===== config.mk =====
export PLATFORM = sky130hd
export DESIGN_NAME = morse_decoder_flat
export DESIGN_NICKNAME = d
export VERILOG_FILES = /design/src/rtl/morse_decoder_if.sv /design/src/rtl/morse_decoder.sv /design/src/flat_wrapper.sv
export SDC_FILE = /design/constraint.sdc
export NUM_CORES = 1
export LEC_CHECK = 0
export ABC_AREA = 1
export CAP_MARGIN = 20
export CELL_PAD_IN_SITES_DETAIL_PLACEMENT = 0
export CELL_PAD_IN_SITES_GLOBAL_PLACEMENT = 1
export CORE_ASPECT_RATIO = 0.6
export CORE_MARGIN = 2
export CORE_UTILIZATION = 36
export CTS_BUF_LIST = sky130_fd_sc_hd__clkbuf_16
export CTS_CLUSTER_SIZE = 28
export DETAILED_ROUTE_END_ITERATION = 12
export GPL_TIMING_DRIVEN = 0
export HOLD_SLACK_MARGIN = 0.12
export PLACE_DENSITY_LB_ADDON = 0.1
export SETUP_SLACK_MARGIN = 0.1
export SLEW_MARGIN = 40
export SYNTH_ARGS = -nofsm -noshare
export SYNTH_HDL_FRONTEND = slang
export SYNTH_SLANG_ARGS = --single-unit

===== constraint.sdc =====
create_clock -name Clock -period 1.6 [get_ports Clock]
set_clock_uncertainty 0.05 [all_clocks]
set_input_delay 0.48 -clock Clock [delete_from_list [all_inputs] [get_ports Clock]]
set_output_delay 0.48 -clock Clock [all_outputs]
set_load 0.01 [all_outputs]

===== src/rtl/morse_decoder_if.sv =====
// morse_decoder_if: symbol stream in, decoded letter/status/statistics out
interface morse_decoder_if #(parameter int LetterCountWidth = 8);
  logic [1:0] Morse;
  logic SymValid;
  logic [2:0] Letter;
  logic LetterValid;
  logic Error;
  logic [3:0] OutState;
  logic [LetterCountWidth-1:0] LetterCount;
  logic [LetterCountWidth-1:0] ErrCount;
  modport master (output Morse, SymValid, input Letter, LetterValid, Error, OutState, LetterCount, ErrCount);
  modport slave (input Morse, SymValid, output Letter, LetterValid, Error, OutState, LetterCount, ErrCount);
endinterface


===== src/rtl/morse_decoder.sv =====
// morse_decoder: symbol-trie decoder for H/E/L/O with pulse outputs and saturating counters
module morse_decoder #(parameter int LetterCountWidth = 8) (
  input logic Clock,
  input logic Resetn,
  morse_decoder_if.slave bus
);
  localparam logic [3:0] S_IDLE = 4'h0, S_D = 4'h1, S_DD = 4'h2, S_DDD = 4'h3, S_DDDD = 4'h4;
  localparam logic [3:0] S_DA = 4'h5, S_DAD = 4'h6, S_DADD = 4'h7;
  localparam logic [3:0] S_A = 4'h8, S_AA = 4'h9, S_AAA = 4'hA, S_ERR = 4'hF;
  localparam logic [2:0] L_H = 3'd0, L_E = 3'd1, L_L = 3'd2, L_O = 3'd3, L_BLANK = 3'd4;
  localparam logic [LetterCountWidth-1:0] ONE = 1;
  logic [3:0] state, nxt;
  logic emit, err;
  logic [2:0] code;
  assign bus.OutState = state;
  // next state plus letter/error decision for the sampled symbol; unused codes fall back to Idle
  always_comb begin
    nxt = state;
    emit = 1'b0;
    err = 1'b0;
    code = L_BLANK;
    if (state > S_AAA && state < S_ERR) nxt = S_IDLE;
    else if (bus.SymValid)
      case (bus.Morse)
        2'd0: begin
          nxt = S_IDLE;
          case (state)
            S_IDLE: ;
            S_D: begin emit = 1'b1; code = L_E; end
            S_DDDD: begin emit = 1'b1; code = L_H; end
            S_DADD: begin emit = 1'b1; code = L_L; end
            S_AAA: begin emit = 1'b1; code = L_O; end
            default: err = 1'b1;
          endcase
        end
        2'd1:
          case (state)
            S_IDLE: nxt = S_D;
            S_D: nxt = S_DD;
            S_DD: nxt = S_DDD;
            S_DDD: nxt = S_DDDD;
            S_DA: nxt = S_DAD;
            S_DAD: nxt = S_DADD;
            default: nxt = S_ERR;
          endcase
        2'd2:
          case (state)
            S_IDLE: nxt = S_A;
            S_D: nxt = S_DA;
            S_A: nxt = S_AA;
            S_AA: nxt = S_AAA;
            default: nxt = S_ERR;
          endcase
        default: nxt = S_ERR;
      endcase
  end
  // register state, one-cycle pulses, held letter and saturating counters
  always_ff @(posedge Clock) begin
    if (!Resetn) begin
      state <= S_IDLE;
      bus.Letter <= L_BLANK;
      bus.LetterValid <= 1'b0;
      bus.Error <= 1'b0;
      bus.LetterCount <= '0;
      bus.ErrCount <= '0;
    end else begin
      state <= nxt;
      bus.LetterValid <= emit;
      bus.Error <= err;
      if (emit || err) bus.Letter <= code;
      if (emit && !(&bus.LetterCount)) bus.LetterCount <= bus.LetterCount + ONE;
      if (err && !(&bus.ErrCount)) bus.ErrCount <= bus.ErrCount + ONE;
    end
  end
endmodule

===== src/flat_wrapper.sv =====
// flat-port wrapper written by rule: the top's interface ports become plain ports
module morse_decoder_flat 
#(parameter int LetterCountWidth = 8)
  (Clock, Resetn, bus_Morse, bus_SymValid, bus_Letter, bus_LetterValid, bus_Error, bus_OutState, bus_LetterCount, bus_ErrCount);
  morse_decoder_if #(.LetterCountWidth(LetterCountWidth)) bus_i ();
  input logic Clock;
  input logic Resetn;
  input wire logic [$bits(bus_i.Morse)-1:0] bus_Morse;
  input wire logic [$bits(bus_i.SymValid)-1:0] bus_SymValid;
  output wire logic [$bits(bus_i.Letter)-1:0] bus_Letter;
  output wire logic [$bits(bus_i.LetterValid)-1:0] bus_LetterValid;
  output wire logic [$bits(bus_i.Error)-1:0] bus_Error;
  output wire logic [$bits(bus_i.OutState)-1:0] bus_OutState;
  output wire logic [$bits(bus_i.LetterCount)-1:0] bus_LetterCount;
  output wire logic [$bits(bus_i.ErrCount)-1:0] bus_ErrCount;
  assign bus_i.Morse = bus_Morse;
  assign bus_i.SymValid = bus_SymValid;
  assign bus_Letter = bus_i.Letter;
  assign bus_LetterValid = bus_i.LetterValid;
  assign bus_Error = bus_i.Error;
  assign bus_OutState = bus_i.OutState;
  assign bus_LetterCount = bus_i.LetterCount;
  assign bus_ErrCount = bus_i.ErrCount;
  morse_decoder #(.LetterCountWidth(LetterCountWidth)) u_core (.Clock(Clock), .Resetn(Resetn), .bus(bus_i));
endmodule

==> results.toml, run 1 <==
[run_status]
outcome = "completed"

[sta]
finalHoldViolations = 0
rsz0062_at_grt = "true"
report.final.slew_viol_count = 0
setup_viol = 0
tns_ps = 0
timing.slew.headroom_pct = 81.0
post-route-period-util_pct = 93.3
min_period_ps = 1490
worst_pin_slew_ps = 285
fmax_ghz = 0.670

[synth]
ys_ff_latch = 25
synth_flop_cell = "dfxtp_1"
synth_cell_types = 30
ys_seq_area_share_pct = 34.2
yosysTopAreaCell = "dfxtp_1"
synth_area_per_cell_sq_um = 7.51
synthTopCellsByArea = "dfxtp_1 34%, nand2_1 11%, nand3_1 7.2%, xor2_1 5.4%, a21oi_1 5.1%"
synth_warnings = 0
synth-edff-count = 0
syn_nets = 202
syn_inst = 195
synth_top_area_share_pct = 34.2
synth-async-reset-ratio_pct = 0
syn_area_sq_um = 1460

[worst_hold_path]
hold_class = "register to register"

[worst_setup_path]
required_ps = 1070
critical_path.max_stage_delay_ps = 410
crit_family = "flip-flops"
cpMaxStageDelayCell = "dfxtp_1"
cp-start-kind = "register"
crit_path_end_kind = "output port"
cp_num_buf_inv = 1
worst-setup-path-type = "register to output port"
cp.arrival_ps = 960
worstPathCellList = "dlygate4sd2_1"
path_max_fanout = 4

[clock_network]
insertion_delay_ps = 260
ctsHoldBuffers = 0
cts_sinks = 25
cts_tree = "built"
clk_pin_slew_ps = 70
cts-root-buf = "clkbuf_16"
clock_tree.htree_level_count = 1
cts_buffer_depth = 2
cts_buffers = 3

[layout]
nFillCells = 355
regArea_sq_um = 537
layout.nets = 243
final_cell_mix = "40 x nand2_1, 27 x dlygate4sd2_1, 19 x nand3_1, 15 x nor2_1, 14 x a21oi_1"
insertedDiodeCount = 0
drive_above_1_share_pct = 30.6
multi_input_area_sq_um = 975
mostFrequentLayoutCell = "nand2_1"
final_area_sq_um = 2040
area_growth_pct = 39.1

[power]
max-vdd-ir-drop_mv = 0.354
cellLeakagePower_nw = 0.944
p_total_mw = 1.45
power_density_nw_per_um2 = 713

[routing]
drc = 0
vias = 1417
wl_per_cell_um = 13.5
post_drt_via_cell_ratio = 5.02
drtPass1Iterations = 4
first_iter_violations = 45
routed_wl_mm = 3.82
detail-route-antenna-nets = 0

[place]
postPlaceCellArea_sq_um = 1810
place_congestion = 0.866
port_buffers = 29
hpwlAfterDp_mm = 2.60

[die]
coreArea_sq_um = 3790
start_util_pct = 38.7
dieArea_sq_um = 4610
die_x_um = 86.3
io_pins = 30
die_h_um = 53.4
rows = 17

[global_route]
grt_max_degree = 15
overflow = 0
grtUsageTotal_pct = 16.0
grt_pass1_wl_mm = 5.72
antenna_found_initial = 0
grt_pass1_vias = 1225

[job]
maxCapViolations = 0
==> worst paths after layout <==
path                                                              from                             endpoint  slack (ps)  cells past startpoint
worst max-delay path            u_core.bus.LetterCount[1]$_SDFFE_PN0P_                   bus_LetterCount[1]         110                      1
worst min register to register       u_core.bus.Letter[1]$_SDFFE_PN0P_    u_core.bus.Letter[1]$_SDFFE_PN0P_         420                      2
worst min-delay path                 u_core.bus.Letter[1]$_SDFFE_PN0P_    u_core.bus.Letter[1]$_SDFFE_PN0P_         420                      2
worst max register to register     u_core.bus.ErrCount[1]$_SDFFE_PN0P_  u_core.bus.ErrCount[6]$_SDFFE_PN0P_         110                      7
==> worst reg2reg max path, cell delays in order (launching register included) <==
cell	delay, ps
dfxtp_4	370
ha_4	150
nand2_4	60
nor3_4	230
buf_4	160
xor2_1	140
nand3_1	90
a21oi_1	160
==> what timing repair did <==
action                                 4_1_cts  5_1_grt
pin swaps                                    3       11
setup buffers                                3        2
gates resized for setup                     54       22
gates cloned                                 1        1
setup endpoints to repair                   46       20
endpoints found under the hold margin        0        0
==> flip-flops by register name, indices dropped and copies added, names as in the netlist <==
register and cells:
u_core.bus.LetterCount 8, u_core.bus.OutState 4, u_core.bus.Error 1, u_core.bus.Letter 3, u_core.bus.ErrCount 8, u_core.bus.LetterValid 1
==> per-stage QoR <==
stage,util [%],setup slack (ps),hold WS [ps],instances
global placement,47.9,-480,410,271
CTS,51.4,103,424,279
floorplan,-,110,433,195
finish,53.8,107,420,282
global route,53.8,65.1,441,282
detailed placement,47.9,-525,419,271
==> cell usage after synthesis (3+ instances only) <==
cell	number
nand2_1	44
dfxtp_1	25
nand3_1	21
nor2_1	17
a21oi_1	15
inv_1	14
xor2_1	9
o21ai_0	8
a21oi_2	5
inv_2	4
nand2_4	4
nand2_2	3
xnor2_1	3
==> area by class of cell <==
| class | instances | area share, % |
|---|---|---|
| well taps | 47 | 2.89 |
| repair buffers | 34 | 14.2 |
| flip-flops and latches | 25 | 26.4 |
| clock inverters | 1 | 0.246 |
| plain buffers | 1 | 0.246 |
| inverters | 21 | 4.49 |
| multi-input cells | 150 | 47.9 |
| clock buffers | 3 | 3.69 |
==> routing by layer <==
layer	vias to the layer above	track usage, %	part of all wire [%]
li1	726	-	-
met1	657	23.0	53
met2	34	24.7	43
met3	0	3.28	4.2
met4	0	3.13	0
met5	-	0	0
==> power breakdown <==
| part | internal [mW] | total, mW | switching (mW) |
|---|---|---|---|
| combinational | 0.0792 | 0.230 | 0.151 |
| sequential | 0.632 | 0.656 | 0.0242 |
| clock | 0.337 | 0.565 | 0.228 |
==> cells by family (layout without fill, tap and decap cells) <==
group,Yosys count,count (layout),share of synthesized area (%)
flip-flops,25,25,34.2
adder cells (fa/ha/maj),2,2,1.71
AO/OA/AOI/OAI,33,33,13.4
buffers and inverters,22,60,6.15
XOR/XNOR,12,12,7.18
AND/OR/NAND/NOR,101,103,37.4
Note: power is estimated with default switching activity, not from simulation.
==> inputs of run 2 (changes only) <==
--- a/config.mk
+++ b/config.mk
@@ -10,11 +10,12 @@
 export CELL_PAD_IN_SITES_DETAIL_PLACEMENT = 0
 export CELL_PAD_IN_SITES_GLOBAL_PLACEMENT = 1
 export CORE_ASPECT_RATIO = 0.6
-export CORE_MARGIN = 2
-export CORE_UTILIZATION = 36
+export CORE_MARGIN = 1
+export CORE_UTILIZATION = 44
 export CTS_BUF_LIST = sky130_fd_sc_hd__clkbuf_16
 export CTS_CLUSTER_SIZE = 28
 export DETAILED_ROUTE_END_ITERATION = 12
+export DONT_BUFFER_PORTS = 1
 export GPL_TIMING_DRIVEN = 0
 export HOLD_SLACK_MARGIN = 0.12
 export PLACE_DENSITY_LB_ADDON = 0.1
==> results.toml, run 2 (synthesized netlist as in run 1, its figures left out) <==
[clock_network]
cts_tree = "built"
cts-root-buf = "clkbuf_16"
cts_sinks = 25
clock_tree.htree_level_count = 1
cts_buffers = 3
clk_pin_slew_ps = 70
ctsHoldBuffers = 0
insertion_delay_ps = 260
cts_buffer_depth = 2

[worst_setup_path]
cp-start-kind = "register"
path_max_fanout = 4
worst-setup-path-type = "register to register"
cp.arrival_ps = 1630
crit_path_end_kind = "register"
required_ps = 1740

[power]
cellLeakagePower_nw = 0.748
power_density_nw_per_um2 = 777
max-vdd-ir-drop_mv = 0.452
p_total_mw = 1.42

[sta]
rsz0062_at_grt = "true"
post-route-period-util_pct = 93.6
fmax_ghz = 0.668
tns_ps = 0
finalHoldViolations = 0
setup_viol = 0
report.final.slew_viol_count = 0
worst_pin_slew_ps = 601
timing.slew.headroom_pct = 60.0
min_period_ps = 1500

[die]
coreArea_sq_um = 3020
io_pins = 30
die_x_um = 76.5
die_h_um = 46.7
dieArea_sq_um = 3570
rows = 15
start_util_pct = 48.4

[layout]
insertedDiodeCount = 0
mostFrequentLayoutCell = "nand2_1"
nFillCells = 270
layout.nets = 215
drive_above_1_share_pct = 32.9
area_growth_pct = 24.6
final_cell_mix = "40 x nand2_1, 19 x nand3_1, 13 x inv_1, 13 x a21oi_1, 13 x dfxtp_1"
multi_input_area_sq_um = 1010
regArea_sq_um = 541

[routing]
post_drt_via_cell_ratio = 5.29
vias = 1318
wl_per_cell_um = 14.4
routed_wl_mm = 3.59
drc = 0
first_iter_violations = 96
detail-route-antenna-nets = 0
drtPass1Iterations = 4

[global_route]
grt_pass1_wl_mm = 5.53
overflow = 0
grt_max_degree = 15
antenna_found_initial = 0
grtUsageTotal_pct = 20.6
grt_pass1_vias = 1132

[job]
maxCapViolations = 0

[run_status]
outcome = "completed"

[place]
hpwlAfterDp_mm = 2.50
place_congestion = 0.913
port_buffers = 0

[worst_hold_path]
hold_class = "primary input to register"
## run 2: metal layers
metal | vias to the layer above | share of wire [%] | GRT usage (%)
met3 | 2 | 8.6 | 7.72
li1 | 674 | - | -
met5 | - | 0 | 0
met1 | 598 | 50 | 28.3
met2 | 44 | 41 | 31.4
met4 | 0 | 0.22 | 3.08
## run 2: power by group
| group | internal [mW] | switching [mW] |
|---|---|---|
| clock | 0.336 | 0.215 |
| sequential | 0.629 | 0.0379 |
| combinational | 0.0660 | 0.134 |
## run 2: path summary, 6_finish.rpt
| path | start | to | slack [ps] | depth (start not counted) |
|---|---|---|---|---|
| hold / removal | Resetn | u_core.bus.Letter[2]$_SDFFE_PN1P_ | 260 | 1 |
| hold reg to reg | u_core.bus.LetterCount[1]$_SDFFE_PN0P_ | u_core.bus.LetterCount[1]$_SDFFE_PN0P_ | 470 | 2 |
| setup / recovery | u_core.bus.ErrCount[1]$_SDFFE_PN0P_ | u_core.bus.ErrCount[6]$_SDFFE_PN0P_ | 100 | 7 |
| setup reg to reg | u_core.bus.ErrCount[1]$_SDFFE_PN0P_ | u_core.bus.ErrCount[6]$_SDFFE_PN0P_ | 100 | 7 |
## run 2: repair_timing
item | 4_1_cts | 5_1_grt
gates cloned | 1 | 1
buffers inserted | 3 | 3
pin swaps | 5 | 9
resized for setup | 19 | 32
setup endpoints to repair | 17 | 17
endpoints found under the hold margin | 0 | 0
## run 2: area by class of cell
type,instances,share of cell area [%]
multi-input combinational,150,55.4
buffer,1,0.206
tap,42,2.88
clock buffer,3,4.12
clock inverter,1,0.274
timing repair buffer,6,2.47
sequential,25,29.6
inverter,21,5.01
## run 2: stage by stage
step | setup WS (ps) | std cells | hold slack, ps | utilization (%) | area, sq um
after floorplan | 110 | 195 | 433 | - | 1470
final | 102 | 249 | 257 | 60.4 | 1820
after global routing | 25.2 | 249 | 247 | 60.4 | 1820
after detailed placement | -127 | 237 | 460 | 50.2 | 1520
after CTS | 94.4 | 245 | 254 | 55.6 | 1680
after global placement | -40.6 | 237 | 453 | 50.2 | 1520
## run 2: critical path, cell delays in order (launching register included)
cell and delay [ps]:
dfxtp_4 390, ha_4 160, nand2_4 60, nor3_4 240
buf_4 160, xor2_1 140, nand3_1 80, a21oi_1 140
==> inputs of run 3 (changes only) <==
--- a/config.mk
+++ b/config.mk
@@ -13,7 +13,7 @@
 export CORE_MARGIN = 1
 export CORE_UTILIZATION = 44
 export CTS_BUF_LIST = sky130_fd_sc_hd__clkbuf_16
-export CTS_CLUSTER_SIZE = 28
+export CTS_CLUSTER_SIZE = 25
 export DETAILED_ROUTE_END_ITERATION = 12
 export DONT_BUFFER_PORTS = 1
 export GPL_TIMING_DRIVEN = 0
==> results of run 3 <==
No change in the layout: final DEF, timing and power equal those of run 2.
